<file path="config.mk">
export PLATFORM = sky130hd
export DESIGN_NAME = spi_master_ctrl
export DESIGN_NICKNAME = d
export VERILOG_FILES = /design/src/rtl/spi_pkg.sv /design/src/rtl/spi_sclk_div.sv /design/src/rtl/spi_master_ctrl.sv
export SDC_FILE = /design/constraint.sdc
export NUM_CORES = 1
export LEC_CHECK = 0
export BUFFER_PORTS_ARGS = -buffer_cell sky130_fd_sc_hd__buf_2
export CORE_ASPECT_RATIO = 1.4
export CORE_UTILIZATION = 55
export CTS_CLUSTER_SIZE = 30
export DETAILED_ROUTE_END_ITERATION = 10
export PLACE_DENSITY = 0.78
export SLEW_MARGIN = 20
export SYNTH_ARGS = -nofsm -noshare
export SYNTH_HDL_FRONTEND = slang
export SYNTH_SLANG_ARGS = --single-unit
</file>
<file path="constraint.sdc">
create_clock -name CLK -period 1.7 [get_ports CLK]
set_input_delay 0.34 -clock CLK [delete_from_list [all_inputs] [get_ports CLK]]
set_output_delay 0.34 -clock CLK [all_outputs]
set_load 0.02 [all_outputs]
</file>
<file path="src/rtl/spi_pkg.sv">
// Shared types and constants for the SPI master transfer controller.
// Mode 0 only: SCLK idles low, data sampled on the leading edge.
package spi_pkg;

  localparam int BYTE_W = 8;

  localparam logic SPI_CPOL = 1'b0;
  localparam logic SPI_CPHA = 1'b0;

  typedef enum logic [2:0] {
    IDLE,
    SETUP,
    XFER,
    HOLD,
    GAP
  } spi_state_e;

  // First bit on the wire for a given byte and bit order.
  function automatic logic pick_bit(input logic [BYTE_W-1:0] b, input logic lsb_first);
    return lsb_first ? b[0] : b[BYTE_W-1];
  endfunction

endpackage

</file>
<file path="src/rtl/spi_sclk_div.sv">
// Half-period tick generator: one-cycle tick every CLK_DIV cycles while enabled.
// Counter is held at zero whenever disabled, so each enable restarts the period.
module spi_sclk_div #(
  parameter int CLK_DIV = 2
) (
  input  logic clk,
  input  logic clr,
  input  logic en,
  output logic tick
);

  localparam int CW = (CLK_DIV > 1) ? $clog2(CLK_DIV) : 1;
  localparam logic [CW-1:0] CNT_LAST = CW'(CLK_DIV - 1);

  logic [CW-1:0] cnt_q, cnt_d;

  always_comb begin
    tick  = en && (cnt_q == CNT_LAST);
    cnt_d = (en && !tick) ? cnt_q + CW'(1) : '0;
  end

  always_ff @(posedge clk) begin
    if (clr) begin
      cnt_q <= '0;
    end else begin
      cnt_q <= cnt_d;
    end
  end

endmodule

</file>
<file path="src/rtl/spi_master_ctrl.sv">
// Single-byte full-duplex SPI master: fixed 17*CLK_DIV-cycle frame plus CS gap.
// START is taken in IDLE or on the edge that ends the previous frame; ignored otherwise.
module spi_master_ctrl
  import spi_pkg::*;
#(
  parameter int   CLK_DIV   = 2,
  parameter int   CS_GAP    = 2,
  parameter logic LSB_FIRST = 1'b1
) (
  input  logic              CLK,
  input  logic              CLR,
  input  logic              START,
  input  logic [BYTE_W-1:0] DATA_IN,
  output logic [BYTE_W-1:0] DATA_OUT,
  output logic              BUSY,
  output logic              DONE,
  output logic              SCLK,
  output logic              MOSI,
  input  logic              MISO,
  output logic              CS_N
);

  localparam int GW = (CS_GAP > 1) ? $clog2(CS_GAP) : 1;
  localparam logic [GW-1:0] GAP_LAST = GW'((CS_GAP > 0) ? CS_GAP - 1 : 0);

  spi_state_e        state_q, state_d;
  logic [BYTE_W-1:0] tx_q, tx_d;
  logic [BYTE_W-1:0] rx_q, rx_d;
  logic [BYTE_W-1:0] data_out_q, data_out_d;
  logic [2:0]        bit_cnt_q, bit_cnt_d;
  logic              bit_last_q, bit_last_d;
  logic [GW-1:0]     gap_cnt_q, gap_cnt_d;
  logic              sclk_q, sclk_d;
  logic              mosi_q, mosi_d;
  logic              cs_n_q, cs_n_d;
  logic              busy_q, busy_d;
  logic              done_q, done_d;

  logic div_en;
  logic tick;
  logic sample_edge;
  logic shift_edge;
  logic frame_end;
  logic accept;

  assign div_en = (state_q == SETUP) || (state_q == XFER) || (state_q == HOLD);

  spi_sclk_div #(
    .CLK_DIV(CLK_DIV)
  ) u_sclk_div (
    .clk (CLK),
    .clr (CLR),
    .en  (div_en),
    .tick(tick)
  );

  // SETUP's tick is always the first leading edge; XFER alternates leading/trailing.
  assign sample_edge = tick && ((state_q == SETUP) || (state_q == XFER))
                       && (sclk_q == (SPI_CPOL ^ SPI_CPHA));
  assign shift_edge  = tick && (state_q == XFER) && (sclk_q != (SPI_CPOL ^ SPI_CPHA));

  assign frame_end = ((state_q == HOLD) && tick && (CS_GAP == 0))
                     || ((state_q == GAP) && (gap_cnt_q == GAP_LAST));
  assign accept    = START && ((state_q == IDLE) || frame_end);

  always_comb begin
    state_d    = state_q;
    tx_d       = tx_q;
    rx_d       = rx_q;
    data_out_d = data_out_q;
    bit_cnt_d  = bit_cnt_q;
    bit_last_d = bit_last_q;
    gap_cnt_d  = gap_cnt_q;
    sclk_d     = sclk_q;
    mosi_d     = mosi_q;
    cs_n_d     = cs_n_q;
    busy_d     = busy_q;
    done_d     = 1'b0;

    case (state_q)
      IDLE:  ;
      SETUP: if (sample_edge) state_d = XFER;
      XFER:  if (shift_edge && bit_last_q) state_d = HOLD;
      HOLD: begin
        if (tick) begin
          cs_n_d     = 1'b1;
          data_out_d = rx_q;
          done_d     = 1'b1;
          if (CS_GAP != 0) begin
            state_d   = GAP;
            gap_cnt_d = '0;
          end
        end
      end
      GAP:   if (gap_cnt_q != GAP_LAST) gap_cnt_d = gap_cnt_q + GW'(1);
      default: state_d = IDLE;
    endcase

    if (sample_edge) begin
      sclk_d = ~sclk_q;
      rx_d   = LSB_FIRST ? {MISO, rx_q[BYTE_W-1:1]} : {rx_q[BYTE_W-2:0], MISO};
    end

    // The final trailing edge leaves MOSI on bit 7 and the counter at 7 (no wrap).
    if (shift_edge) begin
      sclk_d = ~sclk_q;
      if (!bit_last_q) begin
        tx_d       = LSB_FIRST ? (tx_q >> 1) : (tx_q << 1);
        mosi_d     = pick_bit(tx_d, LSB_FIRST);
        bit_cnt_d  = bit_cnt_q + 3'd1;
        bit_last_d = (bit_cnt_q == 3'd6);
      end
    end

    if (frame_end) begin
      state_d = IDLE;
      busy_d  = 1'b0;
      mosi_d  = 1'b0;
    end

    if (accept) begin
      state_d    = SETUP;
      tx_d       = DATA_IN;
      mosi_d     = pick_bit(DATA_IN, LSB_FIRST);
      cs_n_d     = 1'b0;
      busy_d     = 1'b1;
      sclk_d     = SPI_CPOL;
      bit_cnt_d  = 3'd0;
      bit_last_d = 1'b0;
    end
  end

  always_ff @(posedge CLK) begin
    if (CLR) begin
      state_q    <= IDLE;
      tx_q       <= '0;
      rx_q       <= '0;
      data_out_q <= '0;
      bit_cnt_q  <= 3'd0;
      bit_last_q <= 1'b0;
      gap_cnt_q  <= '0;
      sclk_q     <= SPI_CPOL;
      mosi_q     <= 1'b0;
      cs_n_q     <= 1'b1;
      busy_q     <= 1'b0;
      done_q     <= 1'b0;
    end else begin
      state_q    <= state_d;
      tx_q       <= tx_d;
      rx_q       <= rx_d;
      data_out_q <= data_out_d;
      bit_cnt_q  <= bit_cnt_d;
      bit_last_q <= bit_last_d;
      gap_cnt_q  <= gap_cnt_d;
      sclk_q     <= sclk_d;
      mosi_q     <= mosi_d;
      cs_n_q     <= cs_n_d;
      busy_q     <= busy_d;
      done_q     <= done_d;
    end
  end

  assign DATA_OUT = data_out_q;
  assign BUSY     = busy_q;
  assign DONE     = done_q;
  assign SCLK     = sclk_q;
  assign MOSI     = mosi_q;
  assign CS_N     = cs_n_q;

endmodule

</file>
==> run summary <==
Worst Path Arrival -> 1.74 ns
clk_skew -> 0.00834 ns
via/cell ratio -> 5.28
syn_nets -> 183
TNS Setup -> 0 ns
Clock Tree Buf Depth -> 2
Worst Path Required -> 1.90 ns
overall power -> 1.50 mW
max_cap viols -> 0
Worst Path Buf+Inv -> 1
Worst setup SP type -> register
area occupied by multi-input gates -> 742 sq um
Setup Slack @ Placement -> 0.0686 ns
CTS clock-pin slew for the worst setup and hold paths -> 0.10 ns
Least-Margin Pin Slew -> 0.622 ns
quantity of I/O buffers inserted on ports -> 24
largest net degree at the start of global routing -> 38
Fin. Hold Viols -> 0
final WL -> 2.81 mm
asr flop ratio synth -> 0%
drt drc -> 0
Power Density -> 855 nW/um^2
vias -> 1203
post-DR wirelength/cell -> 12.3 microns
root buf cell -> clkbuf_4
placed insts -> 221
#FFs+latches synth -> 37
Crit path largest cell delay -> 0.44 ns
slew margin rel. -> 58.5%
vias in the first global route -> 1178
ant diodes -> 0
Critical-path top delay cell -> dfxtp_1
Fillers -> 244
gp weighted congestion -> 0.725
Peak Freq -> 651 MHz
# setup viols final -> 0
buffer count from post-CTS setup fixing -> 0
Seq/Total Area, Yosys -> 47.1%
CP Capture Type -> register
period utilization -> 90.3%
Detail Placement HPWL -> 2.02 mm
initial antenna violation count -> 0
P_leak -> 0.764 nW
Compound-Gate Fraction of Synth Area -> 12.9%
unrepaired setup endpoints after global routing -> no
Post-synth EDFFs -> 0
CTS tree -> built
Post-Syn Area per Cell -> 9.31 sq um
most frequent cells in the layout -> 35 x dfxtp_1, 24 x buf_2, 20 x nand2_1
largest family of logic cells by synthesized area -> simple AND/OR/NAND/NOR gates
post-synth cell types -> 38
minimum clock period -> 1.54 ns
Chip Width -> 47.2 microns
hold buffers post-CTS -> 0
Ports -> 25
Mapped Cells -> 169
peak supply drop -> 0.000706 V
die height -> 65.3 microns
GRT Total Usage -> 21.9%
post-synthesis mux area share -> 10.9%
number of gates resized after cts -> 0
status -> completed
commonest non-fill, non-tap cell in the layout -> dfxtp_1
Post-synth top flop -> dfxtp_1
FF+latch area -> 743 sq um
synth warn -> 0
Initial Utilization -> 58.9%
Synth Area in Simple Gates -> 20.1%
H-tree levels -> 2
critical path's top delay family -> flip-flops
layout cells sized above 1 -> 22.4%
TritonCTS Buffers -> 5
fin cells -> 228
final setup margin -> 0.164 ns
Max Slew Vio Count -> 0
type of the tightest min-delay check -> in2reg
area growth from synthesis to layout -> 11.8%
Core Area -> 2670 sq um
final net count -> 206
Skew-Pair Late Insertion Delay -> 0.34 ns
crit path max fanout -> 8
Critical Setup Path Class -> reg2reg
die area -> 3080 sq um
GR Overflow Total -> 0
Mapped Area -> 1570 sq um
crit-path cells -> nor2b_4, nor3b_2, buf_4, mux2i_1, a211oi_1
drt pass-1 iters -> 4
drt initial violations -> 31
clk sinks -> 37
Antenna Violating Nets Remaining -> 0
xor/xnor share of the synthesized area -> 1.67%
adder-cell share of the synthesized area -> 1.59%
Rows -> 22
first-pass GRT wire length -> 4.86 mm
-- cell usage after synthesis (2+ instances only) --
master / n / area share (%)
clkbuf_1: 6 / 1.4
buf_6: 2 / 1.4
xnor2_1: 2 / 1.1
nand3b_1: 3 / 1.4
buf_4: 2 / 0.95
nor3_1: 4 / 1.3
nor2_1: 18 / 4.3
dfxtp_1: 37 / 47
a211oi_1: 8 / 3.8
ha_1: 2 / 1.6
nand2_1: 20 / 4.8
nand2b_1: 3 / 1.2
a21o_1: 2 / 0.95
o21ai_0: 2 / 0.64
o21ai_1: 2 / 0.64
a21oi_1: 14 / 4.5
inv_1: 4 / 0.95
buf_2: 3 / 0.95
mux2i_1: 16 / 10
-- cells by family (layout without fill, tap and decap cells) --
kind of cell | Yosys count | in the layout
buf+inv | 17 | 40
fa+ha+maj | 2 | 2
flops | 37 | 37
xor+xnor | 3 | 3
compound gates | 32 | 32
simple gates | 61 | 61
mux | 17 | 17
-- worst paths after layout --
path	from	end	slack, ns	cells past startpoint
max	SCLK$_SDFFE_PP0P_	tx_q[4]$_SDFFE_PP0P_	0.16	5
min reg2reg	DATA_OUT[6]$_SDFFE_PP0P_	DATA_OUT[6]$_SDFFE_PP0P_	0.46	2
max reg2reg	SCLK$_SDFFE_PP0P_	tx_q[4]$_SDFFE_PP0P_	0.16	5
min	DATA_IN[7]	tx_q[7]$_SDFFE_PP0P_	0.22	3
-- per-layer routing --
layer / track usage (%) / vias up / wire (microns)
met5: 0 / - / 0
met2: 39.9 / 25 / 1430
met3: 4.12 / 6 / 112
met1: 22.7 / 545 / 1220
met4: 10.0 / 0 / 50
li1: - / 627 / -
-- stage by stage --
step | instance area, sq um | util, % | hold WS (ns)
6_report | 1760 | 65.8 | 0.221
5_1_grt | 1760 | 65.8 | 0.232
4_1_cts | 1760 | 65.7 | 0.211
3_5_place_dp | 1700 | 63.7 | 0.444
3_3_place_gp | 1700 | 63.7 | 0.440
2_1_floorplan | 1570 | - | 0.432
-- report_power, final --
group | internal, mW | switching (mW)
Combinational | 0.0533 | 0.0723
Sequential | 0.893 | 0.0208
Clock | 0.195 | 0.268
-- final cells by class --
cell class / instances / area share [%]
flip-flops and latches: 37 / 42.3
well taps: 36 / 2.56
clock buffers: 7 / 3.13
inverters: 4 / 0.854
repair buffers: 29 / 8.97
multi-input cells: 115 / 42.2
-- worst min-delay path: stages --
cell and delay [ns]:
buf_2 0.08, nand3b_1 0.06, o41ai_1 0.05
-- state kept, by name, summed over array words and instances (netlist names) --
register          flops
rx_q                  8
SCLK                  1
tx_q                  7
bit_last_q            1
bit_cnt_q             3
state_q               3
CS_N                  1
DATA_OUT              8
MOSI                  1
BUSY                  1
DONE                  1
u_sclk_div.cnt_q      1
gap_cnt_q             1
(Power assumes the default switching activity.)
